--- src/rtl/dilithium_pkg.sv ---
// Shared ML-DSA constants: field parameters, parameter-set encoding,
// per-set matrix dimensions and the ExpandA controller state encoding.
package dilithium_pkg;

    localparam int Q         = 8380417;
    localparam int N         = 256;
    localparam int SEED_SIZE = 272;

    typedef enum logic [1:0] {
        MODE_44  = 2'd0,
        MODE_65  = 2'd1,
        MODE_87  = 2'd2,
        MODE_BAD = 2'd3
    } mode_e;

    typedef enum logic [2:0] {
        ST_IDLE,
        ST_LAUNCH,
        ST_WAIT,
        ST_ADVANCE,
        ST_FLUSH
    } ctrl_state_e;

    // Row count K of matrix A for a parameter set (0 for the illegal code).
    function automatic logic [3:0] mode_k(input mode_e m);
        case (m)
            MODE_44: mode_k = 4'd4;
            MODE_65: mode_k = 4'd6;
            MODE_87: mode_k = 4'd8;
            default: mode_k = 4'd0;
        endcase
    endfunction

    // Column count L of matrix A for a parameter set (0 for the illegal code).
    function automatic logic [3:0] mode_l(input mode_e m);
        case (m)
            MODE_44: mode_l = 4'd4;
            MODE_65: mode_l = 4'd5;
            MODE_87: mode_l = 4'd7;
            default: mode_l = 4'd0;
        endcase
    endfunction

endpackage

--- src/rtl/expand_a_ctrl_if.sv ---
// Link between the ExpandA sequencer (master) and the shared rejection sampler (slave).
interface expand_a_ctrl_if #(
    parameter int SEED_SIZE = dilithium_pkg::SEED_SIZE
) ();

    logic                 samp_start;
    logic                 samp_rst;
    logic [SEED_SIZE-1:0] samp_seed;
    logic [3:0]           samp_k;
    logic [3:0]           samp_l;
    logic                 samp_done;

    modport master (
        output samp_start, samp_rst, samp_seed, samp_k, samp_l,
        input  samp_done
    );

    modport slave (
        input  samp_start, samp_rst, samp_seed, samp_k, samp_l,
        output samp_done
    );

endinterface

--- src/rtl/matrix_index_ctr.sv ---
// Row-major (k, l) walker over a K x L matrix with last-entry detection.
module matrix_index_ctr (
    input  logic       clk,
    input  logic       rst_n,
    input  logic [3:0] k_size,
    input  logic [3:0] l_size,
    input  logic       clr,
    input  logic       step,
    output logic [3:0] k,
    output logic [3:0] l,
    output logic       last
);

    logic l_wrap;

    assign l_wrap = (l == l_size - 4'd1);
    assign last   = l_wrap && (k == k_size - 4'd1);

    // Column advances fastest; wrapping the column bumps the row.
    always_ff @(posedge clk or negedge rst_n) begin
        if (!rst_n) begin
            k <= '0;
            l <= '0;
        end else if (clr) begin
            k <= '0;
            l <= '0;
        end else if (step) begin
            if (l_wrap) begin
                l <= '0;
                k <= k + 4'd1;
            end else begin
                l <= l + 4'd1;
            end
        end
    end

endmodule

--- src/rtl/expand_a_ctrl.sv ---
// ExpandA sequencer: launches the shared rejection sampler once per matrix
// entry (k, l) with seed rho || l || k, with watchdog and abort handling.
module expand_a_ctrl #(
    parameter int K_MAX          = 8,
    parameter int L_MAX          = 7,
    parameter int SEED_SIZE      = 272,
    parameter int TIMEOUT_W      = 16,
    parameter int TIMEOUT_CYCLES = 40000
) (
    input  logic          clk,
    input  logic          rst_n,
    input  logic          start,
    input  logic          abort,
    input  logic [1:0]    mode,
    input  logic [255:0]  rho,
    output logic          busy,
    output logic          done,
    output logic          error,
    expand_a_ctrl_if.master sampler
);

    import dilithium_pkg::*;

    localparam logic [TIMEOUT_W-1:0] TIMER_LIMIT = TIMEOUT_W'(TIMEOUT_CYCLES - 1);

    ctrl_state_e          state;
    logic [255:0]         rho_q;
    logic [3:0]           k_size_q;
    logic [3:0]           l_size_q;
    logic [3:0]           idx_k;
    logic [3:0]           idx_l;
    logic                 idx_last;
    logic                 idx_clr;
    logic                 idx_step;
    logic [TIMEOUT_W-1:0] timer;
    logic                 flush_cnt;
    logic                 samp_start_q;
    logic                 samp_rst_q;
    logic [3:0]           req_k;
    logic [3:0]           req_l;
    logic                 mode_ok;
    logic [SEED_SIZE-1:0] seed;

    // Decode the requested parameter set; sets larger than this build supports are illegal.
    always_comb begin
        req_k    = mode_k(mode_e'(mode));
        req_l    = mode_l(mode_e'(mode));
        mode_ok  = (mode_e'(mode) != MODE_BAD)
                && (int'(req_k) <= K_MAX) && (int'(req_l) <= L_MAX);
        idx_clr  = (state == ST_IDLE) && start && mode_ok;
        idx_step = (state == ST_ADVANCE) && !abort && !idx_last;
    end

    matrix_index_ctr u_index (
        .clk    (clk),
        .rst_n  (rst_n),
        .k_size (k_size_q),
        .l_size (l_size_q),
        .clr    (idx_clr),
        .step   (idx_step),
        .k      (idx_k),
        .l      (idx_l),
        .last   (idx_last)
    );

    // Column byte precedes row byte: A[r][s] is sampled from rho || s || r.
    assign seed               = SEED_SIZE'({4'b0, idx_k, 4'b0, idx_l, rho_q});
    assign sampler.samp_seed  = seed;
    assign sampler.samp_k     = idx_k;
    assign sampler.samp_l     = idx_l;
    assign sampler.samp_start = samp_start_q;
    assign sampler.samp_rst   = samp_rst_q;

    // Main sequencer; done is raised on the accepted completion of the last
    // entry so it lands in the ADVANCE cycle, which then only returns to IDLE.
    always_ff @(posedge clk or negedge rst_n) begin
        if (!rst_n) begin
            state        <= ST_IDLE;
            rho_q        <= '0;
            k_size_q     <= '0;
            l_size_q     <= '0;
            timer        <= '0;
            flush_cnt    <= 1'b0;
            busy         <= 1'b0;
            done         <= 1'b0;
            error        <= 1'b0;
            samp_start_q <= 1'b0;
            samp_rst_q   <= 1'b0;
        end else begin
            done         <= 1'b0;
            error        <= 1'b0;
            samp_start_q <= 1'b0;
            case (state)
                ST_IDLE: begin
                    if (start) begin
                        if (mode_ok) begin
                            rho_q        <= rho;
                            k_size_q     <= req_k;
                            l_size_q     <= req_l;
                            busy         <= 1'b1;
                            samp_start_q <= 1'b1;
                            state        <= ST_LAUNCH;
                        end else begin
                            error <= 1'b1;
                        end
                    end
                end
                ST_LAUNCH: begin
                    timer <= '0;
                    if (abort) begin
                        state      <= ST_FLUSH;
                        samp_rst_q <= 1'b1;
                        flush_cnt  <= 1'b0;
                    end else begin
                        state <= ST_WAIT;
                    end
                end
                ST_WAIT: begin
                    if (abort) begin
                        state      <= ST_FLUSH;
                        samp_rst_q <= 1'b1;
                        flush_cnt  <= 1'b0;
                    end else if (sampler.samp_done) begin
                        state <= ST_ADVANCE;
                        if (idx_last) begin
                            done <= 1'b1;
                            busy <= 1'b0;
                        end
                    end else if (timer == TIMER_LIMIT) begin
                        state      <= ST_FLUSH;
                        samp_rst_q <= 1'b1;
                        flush_cnt  <= 1'b0;
                    end else begin
                        timer <= timer + 1'b1;
                    end
                end
                ST_ADVANCE: begin
                    if (idx_last) begin
                        state <= ST_IDLE;
                    end else if (abort) begin
                        state      <= ST_FLUSH;
                        samp_rst_q <= 1'b1;
                        flush_cnt  <= 1'b0;
                    end else begin
                        samp_start_q <= 1'b1;
                        state        <= ST_LAUNCH;
                    end
                end
                ST_FLUSH: begin
                    if (!flush_cnt) begin
                        flush_cnt <= 1'b1;
                    end else begin
                        samp_rst_q <= 1'b0;
                        error      <= 1'b1;
                        busy       <= 1'b0;
                        state      <= ST_IDLE;
                    end
                end
                default: state <= ST_IDLE;
            endcase
        end
    end

endmodule
--- src/flat_wrapper.sv ---
// flat-port wrapper written by rule: the top's interface ports become plain ports
module expand_a_ctrl_flat import dilithium_pkg::*;
#(
    parameter int K_MAX          = 8,
    parameter int L_MAX          = 7,
    parameter int SEED_SIZE      = 272,
    parameter int TIMEOUT_W      = 16,
    parameter int TIMEOUT_CYCLES = 40000
)
  (clk, rst_n, start, abort, mode, rho, busy, done, error, sampler_samp_start, sampler_samp_rst, sampler_samp_seed, sampler_samp_k, sampler_samp_l, sampler_samp_done);
  expand_a_ctrl_if #(.SEED_SIZE(SEED_SIZE)) sampler_i ();
  input  logic clk;
  input  logic rst_n;
  input  logic start;
  input  logic abort;
  input  logic [1:0] mode;
  input  logic [255:0] rho;
  output logic busy;
  output logic done;
  output logic error;
  output wire logic [$bits(sampler_i.samp_start)-1:0] sampler_samp_start;
  output wire logic [$bits(sampler_i.samp_rst)-1:0] sampler_samp_rst;
  output wire logic [$bits(sampler_i.samp_seed)-1:0] sampler_samp_seed;
  output wire logic [$bits(sampler_i.samp_k)-1:0] sampler_samp_k;
  output wire logic [$bits(sampler_i.samp_l)-1:0] sampler_samp_l;
  input wire logic [$bits(sampler_i.samp_done)-1:0] sampler_samp_done;
  assign sampler_samp_start = sampler_i.samp_start;
  assign sampler_samp_rst = sampler_i.samp_rst;
  assign sampler_samp_seed = sampler_i.samp_seed;
  assign sampler_samp_k = sampler_i.samp_k;
  assign sampler_samp_l = sampler_i.samp_l;
  assign sampler_i.samp_done = sampler_samp_done;
  expand_a_ctrl #(.K_MAX(K_MAX), .L_MAX(L_MAX), .SEED_SIZE(SEED_SIZE), .TIMEOUT_W(TIMEOUT_W), .TIMEOUT_CYCLES(TIMEOUT_CYCLES)) u_core (.clk(clk), .rst_n(rst_n), .start(start), .abort(abort), .mode(mode), .rho(rho), .busy(busy), .done(done), .error(error), .sampler(sampler_i));
endmodule
--- config.mk ---
export PLATFORM = sky130hd
export DESIGN_NAME = expand_a_ctrl_flat
export DESIGN_NICKNAME = d
export VERILOG_FILES = /design/src/rtl/dilithium_pkg.sv /design/src/rtl/expand_a_ctrl_if.sv /design/src/rtl/matrix_index_ctr.sv /design/src/rtl/expand_a_ctrl.sv /design/src/flat_wrapper.sv
export SDC_FILE = /design/constraint.sdc
export NUM_CORES = 1
export LEC_CHECK = 0
export CAP_MARGIN = 0
export CORE_AREA = 2 2 210 212
export CTS_CLUSTER_SIZE = 14
export DETAILED_ROUTE_END_ITERATION = 10
export DIE_AREA = 0 0 212 214
export GPL_ROUTABILITY_DRIVEN = 0
export MAX_ROUTING_LAYER = met4
export PLACE_DENSITY_LB_ADDON = 0.15
export SYNTH_ARGS = -nofsm -noshare
export SYNTH_HDL_FRONTEND = slang
export SYNTH_SLANG_ARGS = --single-unit
--- constraint.sdc ---
create_clock -name clk -period 2.66 [get_ports clk]
set_clock_uncertainty 0.1 [all_clocks]
set_input_delay 0.798 -clock clk [delete_from_list [all_inputs] [get_ports clk]]
set_output_delay 0.798 -clock clk [all_outputs]
set_load 0.05 [all_outputs]
# After elaboration in Yosys (flattened, before gate mapping)
# Index checks and enable logic that the tools add are counted.
# totals
ff_bits,297
inputBits,263
output_inout_bits,285
wordCells,119
# classes
addsub,5
magnitude_cmp,2
eq_ne,22
mux,54
reduce_logical,23
# ops
op,n
16-bit 2-to-1 mux,3
16-bit one-hot mux with 2 select lines,1
1-bit 2-to-1 mux,27
3-bit 2-to-1 mux,9
4-bit 2-to-1 mux,6
16-bit by 1-bit adder with 16-bit output (second input constant),1
16-bit equality test (second input constant),1
3-bit one-hot mux with 5 select lines,1
2-bit inequality test (second input constant),7
4-bit one-hot mux with 3 select lines,1
4-bit AND reduction,3
3-bit one-hot mux with 3 select lines,1
4-bit by 1-bit adder with 4-bit output (second input constant),2
4-bit equality test,2
1-bit one-hot mux with 4 select lines,2
4-bit by 1-bit subtractor with 4-bit output (second input constant),2
1-bit logical AND,7
7-bit AND reduction,1
3-bit by 2-bit equality test with 1-bit output (second input constant),2
2-bit by 1-bit inequality test with 1-bit output (second input constant),3
2-bit nonzero test,3
5-bit AND reduction,1
4-bit less-or-equal comparator (second input constant),1
4-bit by 3-bit inequality test with 1-bit output (second input constant),1
other kinds (16),18

# Depth between registers and ports, before layout
# Gate-level depths: netlist of run 1.
# logic_depth
depth_word,8
mapped_depth,9
ltp_nobuf,7

# Hierarchy
# From an unflattened synthesis of run 1, not the netlist that was laid out.
# unflattened
hier_cells,1344
area_unflattened_um2,11935.2
# by_module_without_submodules
mod,n_inst,cells_each,area_each_um2
expand_a_ctrl,1,1277,11257.0
matrix_index_ctr,1,67,678.2

# Worst setup path after synthesis of run 1
# Ideal clock, no wire load.
# synth_path
kind,input to register
start,input abort
end,register u_core.timer[13]
setup_ns,0.078
arrival_time_ns,2.473
required_time_ns,2.482
setup_slack_ns,0.009
stages,6
cell_sequence,buf_6 -> or4b_4 -> a211oi_4 -> o21ai_2 -> or4_1 -> a21oi_1
# synth_between
elab_chain_len,2
# synth_rtl
item,line,text
from (decl),flat_wrapper.sv:15,input logic abort;
2-bit inequality test (no source line),--,
4-bit AND reduction (no source line),--,
to (signal assigned),expand_a_ctrl.sv:134,timer <= timer + 1'b1;
to (decl),expand_a_ctrl.sv:35,logic [TIMEOUT_W-1:0] timer;
# Every way passes these cells.
# A chain may end at the register's enable or synchronous reset.

# Worst setup path in the final report of run 1
# layout_path
start,register u_core.rho_q[17]
end,output sampler_samp_seed[17]
# layout_lines
item,line,text
from (decl),expand_a_ctrl.sv:27,logic [255:0] rho_q;
from (signal assigned),expand_a_ctrl.sv:97,rho_q <= rho;
to (decl),flat_wrapper.sv:23,output wire logic [$bits(sampler_i.samp_seed)-1:0] sampler_samp_seed;
# No word-level cell between the ends.

==> results of run 1 <==
[cell usage in the layout (no fill, tap or decap), drive strengths merged, types with 4 or more instances in the layout]
cell type,instances
buf,56
nand3,5
clkinv,7
nand4,7
nand2,783
inv,10
dlymetal6s2s,24
nand2b,9
o21ai,16
nor2,20
conb,8
clkbuf,54
o2111ai,4
diode,7
dlygate4sd2,103
xor2,13
dfrtp,294
ha,10
a21oi,13
clkdlybuf4s50,392
nor3,7
and3,5
[power breakdown]
part	switching [mW]	total [mW]	internal (mW)
sequential	1.04	7.44	6.40
clock	1.90	4.70	2.80
combinational	10.2	14.4	4.16
[cell families after synthesis]
family,Yosys count,share of synthesized area [%]
other cells,1,0.0316
flops,294,61.9
compound gates,52,3.08
fa+ha+maj,10,1.05
buf+inv,91,3.55
simple gates,864,28.8
xor+xnor,17,1.37
mux,2,0.169
[through the flow]
stage | utilization, % | std cells
finish | 44.6 | 2486
global route | 44.6 | 2486
CTS | 44.5 | 2479
detailed placement | 42.1 | 2416
global placement | 42.1 | 2416
floorplan | - | 1338
[cells in the mapped netlist (all sizes together), types with 2 or more instances]
library cell	count	share of area, %
nor4	2	0.11
o21ai	16	0.71
or4	3	0.19
clkbuf	49	1.5
nor3b	2	0.13
nand4	7	0.37
inv	9	0.28
o2111ai	4	0.29
or2	3	0.16
nand3	5	0.21
nand3b	2	0.13
ha	10	1.1
and3	5	0.26
or3b	2	0.15
nor3	7	0.34
nor2b	2	0.11
nand2	783	25
buf	33	1.7
a22o	2	0.15
nor2	20	0.63
nand2b	9	0.47
and2	3	0.16
dfrtp	294	62
a32o	3	0.25
a31o	3	0.22
o31ai	3	0.19
xor2	13	0.96
mux2i	2	0.17
xnor2	3	0.22
or3	2	0.11
nor4b	2	0.15
and4	3	0.22
a21oi	13	0.55
[flip-flops by register name (all words and copies together), names as in the netlist]
| signal | flops |
|---|---|
| u_core.k_size_q | 2 |
| u_core.u_index.l | 4 |
| u_core.u_index.k | 4 |
| u_core.sampler.samp_start | 1 |
| u_core.rho_q | 256 |
| u_core.busy | 1 |
| u_core.done | 1 |
| u_core.state | 3 |
| u_core.l_size_q | 3 |
| u_core.error | 1 |
| u_core.sampler.samp_rst | 1 |
| u_core.flush_cnt | 1 |
| u_core.timer | 16 |
[layout make-up]
cell class | count | share of cell area, %
tap | 585 | 3.82
clock inverter | 9 | 0.444
inverter | 9 | 0.176
sequential | 294 | 38.4
antenna | 7 | 0.0915
clock buffer | 54 | 5.42
multi-input combinational | 953 | 21.6
timing repair buffer | 575 | 30.0
[routing by layer]
| layer | part of all wire (%) | track usage, % | vias to the layer above | routed length (um) |
|---|---|---|---|---|
| met5 | 0 | - | - | 0 |
| met2 | 50 | 33.2 | 318 | 22000 |
| met3 | 8.2 | 7.04 | 86 | 3580 |
| met4 | 3.6 | 7.77 | 0 | 1570 |
| li1 | - | - | 5196 | - |
| met1 | 38 | 21.8 | 5143 | 16500 |
[final timing paths]
path	end	start	depth (start not counted)	slack, ns
worst max-delay path	sampler_samp_seed[17]	u_core.rho_q[17]	1	0.05
worst min-delay path	u_core.rho_q[214]	rst_n	1	0.07
worst max register to register	u_core.u_index.k[3]	u_core.l_size_q[1]	7	0.34
worst min register to register	u_core.rho_q[76]	u_core.rho_q[76]	2	0.36
max in group asynchronous	u_core.u_index.k[2]	rst_n	2	1.67
min in group clk	u_core.rho_q[76]	u_core.rho_q[76]	2	0.36
==> metrics.yaml, run 1 <==
cts:
  clk_latency_ns: 0.52
  ctsResizeCount: 103
  cts_tree: "done"
  cts_num_sinks: 294
  cts.hold.buffers_added: 0
  cts-root-buf: "clkbuf_16"
  cts.reportedPaths.clkPinSlew_ns: 0.06
  htree_levels: 2
  cts.repair_timing.setup_buffer_count: 0
  cts.path.max_buffers: 3
  number_of_buffers_created_by_cts: 36
sta:
  final.setup.worst_slack_ns: 0.0471
  fin_max_slew_vios: 0
  final_hold_violation_count: 0
  period_minus_slack_ns: 2.61
  fin_setup_tns_ns: 0
  hold-worst-slack_ns: 0.0715
  worst_slew_pin_slew_ns: 0.692
  setup_repair_after_global_routing_missed_its_margin: "false"
  slew_headroom_pct: 53.7
  setup_violations: 0
  fin_crit_share_pct: 98.2
  max_freq_ghz: 0.383
synth:
  number_of_enable_type_register_cells_in_the_synthesized_netlist: 0
  synth_seq_area_share_pct: 61.9
  share_of_async_settable_or_async_resettable_flops_after_synthesis_pct: 100
  ys.warnings.count: 0
  synth.cell_area_mm2: 0.0119
  ys.flop_type: "dfrtp_1"
  post_synth_inst_count: 1331
  post_synthesis_cell_type_count: 51
  yosys_register_bits: 294
  syn_area_per_cell_um2: 8.93
power:
  power.density_cell_area_mw_per_mm2: 1390
  ir_drop_uv: 699
  post-layout-total-power_mw: 26.5
  cellLeakagePower_nw: 9.82
setup_path:
  worst-path-max-fanout: 2
  worst_path_largest_cell_delay_ns: 0.81
  critical_path_arrival_ns: 1.71
  slowest_stage: "clkdlybuf4s50_1"
  worst_setup_path_start_kind: "register"
  timing.critical_path.cells: "clkdlybuf4s50_1"
  critical_path_required_ns: 1.76
  critical_path_class: "reg2out"
  worstSetupEndpointType: "primary output"
  path_buf_inv: 1
  family_with_the_most_delay_on_the_worst_path: "buffers and inverters"
drt:
  drt-initial-drc-count: 507
  detail_route.first_pass.iterations: 4
  viasPerCell: 4.32
  detail_route.wirelength_mm: 43.7
  final_antenna_violating_net_count: 0
  via_count: 10743
  post_drt_wl_per_cell_um: 17.6
  detail_route.drc_violations: 0
final_layout:
  multi_input_comb_area_mm2: 0.00414
  sequential_cell_area_mm2: 0.00736
  final.fill_count: 4279
  post_route_cells_drive_above_1_share_pct: 6.44
  post-route-cell-area_mm2: 0.0191
  area.growth.synth_to_final_pct: 61.1
  final_nets: 2142
floorplanning:
  placementRows: 76
  design.die.area_mm2: 0.0454
  die_width_um: 212
  io_pins: 548
  initial_cell_density_of_the_core_pct: 27.7
  coreArea_mm2: 0.0429
  die_height_um: 214
run_status:
  run_status: "finished clean"
global_routing:
  groute.usage.overall_pct: 20.0
  grt_pass1_vias: 11153
  grt_antenna_before_repair: 7
  overflow_left_after_global_routing: 0
  grt_pass1_wl_mm: 66.9
  grt_start_max_net_pins: 108
job:
  max_cap_violations: 0
worst_hold_path:
  min_path_type: "in2async"
placed_design:
  place_worst_setup_slack_ns: -0.314
  detailed_place_hpwl_mm: 32.1
  port_buffers: 539
  post_dp_cell_area_mm2: 0.0181
Power figures use the tool's default switching activity.
==> run 2, diff against run 1 <==
--- a/config.mk
+++ b/config.mk
@@ -13,6 +13,7 @@
 export GPL_ROUTABILITY_DRIVEN = 0
 export MAX_ROUTING_LAYER = met4
 export PLACE_DENSITY_LB_ADDON = 0.15
+export SLEW_MARGIN = 10
 export SYNTH_ARGS = -nofsm -noshare
 export SYNTH_HDL_FRONTEND = slang
 export SYNTH_SLANG_ARGS = --single-unit
==> results of run 2 <==
Final layout, timing and power as in run 1 (identical DEF).
